## config.mk

```make
export PLATFORM = sky130hd
export DESIGN_NAME = mux_scan_ctrl
export DESIGN_NICKNAME = d
export VERILOG_FILES = /design/src/rtl/mux_scan_ctrl.sv
export SDC_FILE = /design/constraint.sdc
export NUM_CORES = 1
export LEC_CHECK = 0
export ABC_AREA = 0
export CELL_PAD_IN_SITES_DETAIL_PLACEMENT = 0
export CELL_PAD_IN_SITES_GLOBAL_PLACEMENT = 2
export CORE_MARGIN = 10
export CORE_UTILIZATION = 33
export DETAILED_ROUTE_END_ITERATION = 8
export PLACE_DENSITY = 0.86
export SLEW_MARGIN = 10
export SYNTH_ARGS = -nofsm -noshare
export SYNTH_HDL_FRONTEND = slang
export SYNTH_SLANG_ARGS = --single-unit
```

## constraint.sdc

```tcl
create_clock -name clk -period 2.05 [get_ports clk]
set_input_delay 0.205 -clock clk [delete_from_list [all_inputs] [get_ports clk]]
set_output_delay 0.205 -clock clk [all_outputs]
set_load 0.02 [all_outputs]
```

## src/rtl/mux_scan_ctrl.sv

```systemverilog
// Scan sequencer for an 8:1 mux: walks the select through the enabled channels,
// samples the mux output at the end of each dwell and publishes 8-bit frames.
module mux_scan_ctrl #(
  parameter int unsigned DWELL = 20,
  parameter int unsigned CW    = 16
) (
  input  logic       clk,
  input  logic       rst_n,
  input  logic       start,
  input  logic       cont,
  input  logic [7:0] mask,
  input  logic       mux_o,
  output logic [2:0] sel,
  output logic [7:0] sample,
  output logic       valid,
  output logic       busy
);

  localparam logic [CW-1:0] DWELL_LOAD = CW'(DWELL - 1);

  typedef enum logic [1:0] {
    S_IDLE,
    S_DWELL,
    S_LAST
  } state_t;

  state_t        state;
  logic [7:0]    mask_q;
  logic [7:0]    shadow;
  logic [CW-1:0] cnt;

  logic [2:0]    first_sel;
  logic [2:0]    next_sel;
  logic          has_next;
  logic          mask_any;

  // Lowest enabled channel of the live mask (used when a frame is launched).
  always_comb begin
    first_sel = 3'd0;
    for (int i = 7; i >= 0; i--) begin
      if (mask[i]) first_sel = 3'(i);
    end
  end

  assign mask_any = |mask;

  // Next enabled channel strictly above the current select in the latched mask.
  always_comb begin
    next_sel = sel;
    has_next = 1'b0;
    for (int i = 7; i >= 0; i--) begin
      if (mask_q[i] && (3'(i) > sel)) begin
        next_sel = 3'(i);
        has_next = 1'b1;
      end
    end
  end

  always_ff @(posedge clk or negedge rst_n) begin
    if (!rst_n) begin
      state  <= S_IDLE;
      mask_q <= 8'h00;
      shadow <= 8'h00;
      cnt    <= '0;
      sel    <= 3'd0;
      sample <= 8'h00;
      valid  <= 1'b0;
      busy   <= 1'b0;
    end else begin
      valid <= 1'b0;
      case (state)
        S_IDLE: begin
          if (start && mask_any) begin
            mask_q <= mask;
            shadow <= 8'h00;
            sel    <= first_sel;
            cnt    <= DWELL_LOAD;
            busy   <= 1'b1;
            state  <= S_DWELL;
          end
        end

        S_DWELL: begin
          if (cnt == '0) begin
            shadow[sel] <= mux_o;
            if (has_next) begin
              sel <= next_sel;
              cnt <= DWELL_LOAD;
            end else begin
              state <= S_LAST;
            end
          end else begin
            cnt <= cnt - CW'(1);
          end
        end

        S_LAST: begin
          sample <= shadow;
          valid  <= 1'b1;
          // Back-to-back frame: relaunch on the same edge that publishes the sample.
          if (cont && mask_any) begin
            mask_q <= mask;
            shadow <= 8'h00;
            sel    <= first_sel;
            cnt    <= DWELL_LOAD;
            state  <= S_DWELL;
          end else begin
            busy  <= 1'b0;
            state <= S_IDLE;
          end
        end

        default: begin
          busy  <= 1'b0;
          state <= S_IDLE;
        end
      endcase
    end
  end

endmodule

```

==> impl_results.md, run 1 <==
- Status: finished, final reports clean
- Fin. Hold Viols: 0
- Met1 GRT Util: 13.0%
- DR DRC count: 0
- Area Growth Syn to Fin: 35.8%
- CP max stage delay: 0.45 ns
- Die W: 106 um
- Largest family of logic cells by synthesized area: simple AND/OR/NAND/NOR gates
- Post-Synthesis Cells: 237
- I/O pins: 26
- Routed wire length: 5720 um
- Clock Latency Late Sink: 0.31 ns
- Crit path max-delay family: simple AND/OR/NAND/NOR gates
- Yosys top cell by area: dfrtp_1
- Simple-gate share of the synthesized area: 23.5%
- Core ar.: 7210 um^2
- Met3 GRT Util: 2.80%
- Initial core utilization: 33.7%
- Critical path fanouts, max: 5
- Die Y: 106 um
- Post-synth ARST share: 100%
- CP endpoint kind: flip-flop
- Synth cell count leaders: 46 x dfrtp_1, 27 x nor2_1, 14 x xnor2_1
- CP required: 2.26 ns
- Core Util, Final: 45.8%
- Global-route wire length before repair: 9670 um
- Placed Cells: 390
- Max-Cap Viols: 0
- Routability cong.: 0.776
- Routed WL per cell: 14.1 um
- Clk slew on worst S/H paths: 0.10 ns
- Bufs on Longest Clock Path: 2
- Setup_tns: 0 ns
- CTS tree: done
- Main flop type after synthesis: dfrtp_1
- Post-place setup slack: -0.188 ns
- Tot GR Track Use: 10.4%
- Rel. slew slack: 61.2%
- Fin cells: 406
- EDFF count, synth: 0
- DP HPWL: 4200 um
- CTS buffer count: 5
- Gr busiest metal: met2
- 1st-pass router iterations: 4
- IO Port Bufs: 25
- Final setup margin: 0.0808 ns
- Vias: 1989
- Number of routed nets with antenna violations: 0
- Crit path time final: 1.97 ns
- Final cycle utilization of the critical path: 96.1%
- Iter 0 DRT Violations: 98
- Post-synthesis xor/xnor area fraction: 5.04%
- # clock sinks: 46
- Drt via density: 4.90
- Vias in the first global route: 1989
- Yosys warns: 0
- Top-count cell post-synth: dfrtp_1
- Worst-Margin Slew: 0.582 ns
- Row cnt: 31
- Ant diodes: 0
- Post-DP Area: 3050 um^2
- Mux contribution to synthesized area: 6.79%
- Pleak: 1.38 nW
- Synth Area in Compound Gates: 13.2%
- Nets: 320
- CP arrival: 2.18 ns
- FMAX: 0.508 GHz
- Unrepaired setup endpoints after global routing: true
- Syn Area/Cell: 10.3 um^2
- Antenna violations before repair: 0
- CTS root buffer: clkbuf_8
- Final Skew: 0.0117 ns
- Syn_nets: 251
- H-tree levels: 2
- Yosys reg bits: 46
- Layout cell share with drive strength beyond 1: 30.3%
- Pwr dens: 1070 nW/um^2
- Share of the synthesized area in the top cell type: 47.3%
- Tot Pwr: 3.55 mW
- Slowest cell on crit path: dfrtp_1
- DIE AREA: 11200 um^2
- Post-synth cell types: 50
- Final setup violation count: 0
- Max-slew violations: 0
- Critical Path, Cell by Cell: nor4_4 -> and4_4 -> a21oi_2 -> buf_4 -> or3_4 -> mux2i_1 -> nor2_1
- Post-Synthesis Cell Area: 2430 um^2
- Post-route cell area: 3300 um^2
- Worst setup SP type: flip-flop
- Synth Area in Adders: 0.515%
- Grt ovf: 0
- Maximum vdd drop: 0.470 mV
- Largest net degree at the start of global routing: 47
- Grt met2 use: 16.9%
- Min Hold Slack: 0.506 ns
- Critical path type: flip-flop to flip-flop
- Synth area leaders: dfrtp_1 47%, mux2_2 5.1%, xnor2_1 5.0%, nor2_1 4.2%, nor4_4 2.6%
- Hold WC Path Type: primary input to async pin
- Buffers plus inverters on the worst setup path: 1
- Sequential-to-total area share from yosys stat: 47.3%
==> placed cells by master (no fill, tap or decap), types with 3 or more instances in the layout <==
cell             Yosys  routed
nand2_1             13      13
nor2_1              27      27
a31oi_1              3       3
nor4_1               5       4
xnor2_1             14      14
clkdlybuf4s50_1      0      24
mux2i_1              3       3
dfrtp_1             46      46
inv_1                8       6
nand4_1              3       3
o21ai_0              5       5
a21oi_1             12      11
nor2b_1              4       4
mux2_2              11      11
clkbuf_8             0       5
nor4_4               3       6
o21ai_1             10      10
nand2b_1             5       5
buf_4                1      45
nor3_1              11      11
==> worst reg2reg max path: stages, from the launching register on <==
cell,delay [ns]
dfrtp_1,0.45
nor4_4,0.33
and4_4,0.29
a21oi_2,0.07
buf_4,0.17
or3_4,0.36
mux2i_1,0.15
nor2_1,0.06
==> registers in the layout (all words and copies together), names as in the netlist <==
name,flops
busy,1
cnt,16
mask_q,7
sample,8
sel,3
shadow,8
state,2
valid,1
==> power by group <==
part | switching (mW) | total [mW] | internal, mW
logic | 0.731 | 1.55 | 0.815
registers | 0.265 | 1.41 | 1.15
clock network | 0.341 | 0.585 | 0.244
==> cell families (layout without fill, tap and decap cells) <==
logic type | count (synthesis) | in the layout
DFF | 46 | 46
muxes | 15 | 15
buffers and inverters | 19 | 89
adders and majority gates | 1 | 1
AOI/OAI and AO/OA | 49 | 49
and+or+nand+nor | 93 | 93
xor gates and xnor gates | 14 | 14
==> routing by layer <==
metal  part of all wire [%]  vias up
li1                       -      994
met1                     44      940
met2                     49       45
met3                    5.2       10
met4                    1.6        0
met5                      0        -
==> final cells by class <==
cell class                      count  area, um^2
Inverter                            8        30.0
Multi-Input combinational cell    172        1270
Fill cell                         698        3910
Tap cell                           99         124
Timing Repair Buffer               73         633
Clock inverter                      3        23.8
Sequential cell                    46        1150
Clock buffer                        5        68.8
==> final timing paths <==
kind,startpoint,end,slack [ns],cells past startpoint
worst max-delay path,cnt[3]$_DFFE_PN0P_,shadow[3]$_DFFE_PN0P_,0.08,7
worst min-delay path,rst_n,mask_q[6]$_DFFE_PN0P_,0.51,3
worst max register to register,cnt[3]$_DFFE_PN0P_,shadow[3]$_DFFE_PN0P_,0.08,7
worst min register to register,shadow[5]$_DFFE_PN0P_,shadow[5]$_DFFE_PN0P_,0.51,2
max in group asynchronous,rst_n,cnt[11]$_DFFE_PN0P_,1.14,3
min in group clk,shadow[5]$_DFFE_PN0P_,shadow[5]$_DFFE_PN0P_,0.51,2
==> timing repair <==
item | CTS | global route
buffers inserted | 3 | 4
gates resized for setup | 2 | 13
endpoints found under the hold margin | 14 | 0
endpoints found under the setup margin | 6 | 20
hold buffers | 1 | 0
pin swaps | 1 | 3
Note: power is estimated with default switching activity, not from simulation.
==> inputs of run 2 (changes only) <==
--- a/config.mk
+++ b/config.mk
@@ -10,6 +10,7 @@
 export CELL_PAD_IN_SITES_GLOBAL_PLACEMENT = 2
 export CORE_MARGIN = 10
 export CORE_UTILIZATION = 33
+export CTS_CLUSTER_DIAMETER = 80
 export DETAILED_ROUTE_END_ITERATION = 8
 export PLACE_DENSITY = 0.86
 export SLEW_MARGIN = 10
==> results of run 2 <==
The final DEF is identical to that of run 1; final timing and power are the same.
==> inputs of run 3 (changes only) <==
--- a/config.mk
+++ b/config.mk
@@ -12,8 +12,9 @@
 export CORE_UTILIZATION = 33
 export CTS_CLUSTER_DIAMETER = 80
 export DETAILED_ROUTE_END_ITERATION = 8
+export GPL_TIMING_DRIVEN = 0
 export PLACE_DENSITY = 0.86
-export SLEW_MARGIN = 10
+export SLEW_MARGIN = 20
 export SYNTH_ARGS = -nofsm -noshare
 export SYNTH_HDL_FRONTEND = slang
 export SYNTH_SLANG_ARGS = --single-unit
==> impl_results.md, run 3 (synthesized netlist as in run 1, its figures left out) <==
- DP HPWL: 4070 um
- Ant diodes: 0
- Iter 0 DRT Violations: 48
- CP max stage delay: 0.41 ns
- Setup slack, reg-to-reg: -0.02 ns
- Commonest non-fill, non-tap cell in the layout: dfrtp_1
- Slowest cell on crit path: dfrtp_1
- Crit path max-delay family: simple AND/OR/NAND/NOR gates
- Die Y: 106 um
- Clk slew on worst S/H paths: 0.10 ns
- CP arrival: 2.22 ns
- Pleak: 1.30 nW
- Global-route wire length before repair: 10200 um
- Final cycle utilization of the critical path: 101%
- CP endpoint kind: flip-flop
- Final Skew: 0.0133 ns
- Tot GR Track Use: 10.9%
- Hold WC Path Type: primary input to async pin
- Largest net degree at the start of global routing: 25
- Rel. slew slack: 64.3%
- Max reg flops: 16
- 1st-pass router iterations: 4
- Critical Path, Cell by Cell: inv_2 -> ha_4 -> nor3b_4 -> nand4_1 -> nor4_4 -> buf_4 -> nor2_2 -> nor2_1 -> a31oi_1
- Min Hold Slack: 0.401 ns
- Core ar.: 7210 um^2
- CTS buffer count: 5
- Final setup violation count: 1
- Reg-to-reg startpoint: cnt[1]$_DFFE_PN0P_
- Layout cell share with drive strength beyond 1: 28.1%
- Vias: 1966
- Initial core utilization: 33.7%
- Worst-Margin Slew: 0.536 ns
- Routed wire length: 6130 um
- Bufs on Longest Clock Path: 2
- Fin cells: 387
- Area used by multi-input combinational logic: 1350 um^2
- CTS tree: done
- Fin. Hold Viols: 0
- Max-Cap Viols: 0
- Area Growth Syn to Fin: 33.0%
- Antenna violations before repair: 0
- Sequential cell area: 1150 um^2
- Drt via density: 5.08
- H-tree levels: 2
- Die W: 106 um
- DIE AREA: 11200 um^2
- Routability cong.: 0.745
- Critical path type: flip-flop to flip-flop
- Largest Register: cnt
- Row cnt: 31
- Vias in the first global route: 2032
- Post-place setup slack: -0.523 ns
- R2R cell count: 9
- Worst reg2reg path endpoint: cnt[0]$_DFFE_PN0P_
- CTS root buffer: clkbuf_8
- Final setup margin: -0.0212 ns
- CP required: 2.20 ns
- I/O pins: 26
- Maximum vdd drop: 0.558 mV
- Most frequent cells in the layout: 43 x dfrtp_1, 26 x nor2_1, 24 x clkdlybuf4s50_1
- Max-slew violations: 0
- Grt ovf: 0
- Status: finished, violations left
- Routed WL per cell: 15.9 um
- FMAX: 0.483 GHz
- Top Registers: cnt (16), sample (8), shadow (8)
- Filler cells: 703
- Nets: 301
- Placed Cells: 362
- Pwr dens: 1090 nW/um^2
- Clock Latency Late Sink: 0.30 ns
- DR DRC count: 0
- Failing checks: setup timing
- Worst setup SP type: flip-flop
- Number of routed nets with antenna violations: 0
- # clock sinks: 46
- Buffers plus inverters on the worst setup path: 2
- Critical path fanouts, max: 5
- Crit path time final: 2.07 ns
- IO Port Bufs: 25
- Unrepaired setup endpoints after global routing: true
run 3: how the worst max path moves through the flow:
| stage | startpoint | depth (start not counted) | end |
|---|---|---|---|
| finish | cnt[1]$_DFFE_PN0P_ | 9 | cnt[0]$_DFFE_PN0P_ |
| CTS | cnt[0]$_DFFE_PN0P_ | 9 | cnt[3]$_DFFE_PN0P_ |
| floorplan | sel[1]$_DFFE_PN0P_ | 8 | cnt[4]$_DFFE_PN0P_ |
| detailed placement | mask[4] | 8 | cnt[4]$_DFFE_PN0P_ |
| global placement | mask[4] | 8 | cnt[4]$_DFFE_PN0P_ |
| global route | cnt[0]$_DFFE_PN0P_ | 9 | cnt[0]$_DFFE_PN0P_ |
run 3: layout make-up:
type	instances	area share, %
inverter	8	0.929
clock inverter	3	1.35
sequential	46	35.7
tap	99	3.83
multi-input combinational	172	41.6
clock buffer	5	2.13
buffer	10	1.86
timing repair buffer	44	12.6
run 3: what timing repair did:
action	4_1_cts	5_1_grt
buffers inserted	9	7
hold buffers	1	0
setup endpoints to repair	23	20
pin swaps	9	20
endpoints found under the hold margin	22	0
gates cloned	1	0
gates resized for setup	22	11
run 3: worst reg2reg max path: stages (launching register included):
cell and delay [ns]:
dfrtp_1 0.41, inv_2 0.10, ha_4 0.15, nor3b_4 0.20
nand4_1 0.21, nor4_4 0.38, buf_4 0.22, nor2_2 0.06
nor2_1 0.13, a31oi_1 0.07
run 3: through the flow:
stage / total power, mW / utilization (%) / cell area [um^2] / setup TNS (ns)
finish: 3.54 / 44.8 / 3230 / -0.0212
global route: 3.78 / 44.8 / 3230 / -1.66
CTS: 3.46 / 43.4 / 3130 / 0
detailed placement: 2.55 / 39.1 / 2820 / -9.49
global placement: 2.53 / 38.9 / 2810 / -34.05
floorplan: 2.20 / - / 2430 / 0
run 3: report_power, final:
group,internal (mW),switching [mW]
Clock,0.366,0.334
Combinational,0.655,0.687
Sequential,1.15,0.343
Total,2.18,1.36
run 3: metal layers:
metal  vias up  share of wire, %  GRT usage, %
met1       977                44          13.3
met3         4               3.5          2.68
li1        954                 -             -
met4         0              0.52          2.42
met2        31                52          18.9
met5         -                 0             0
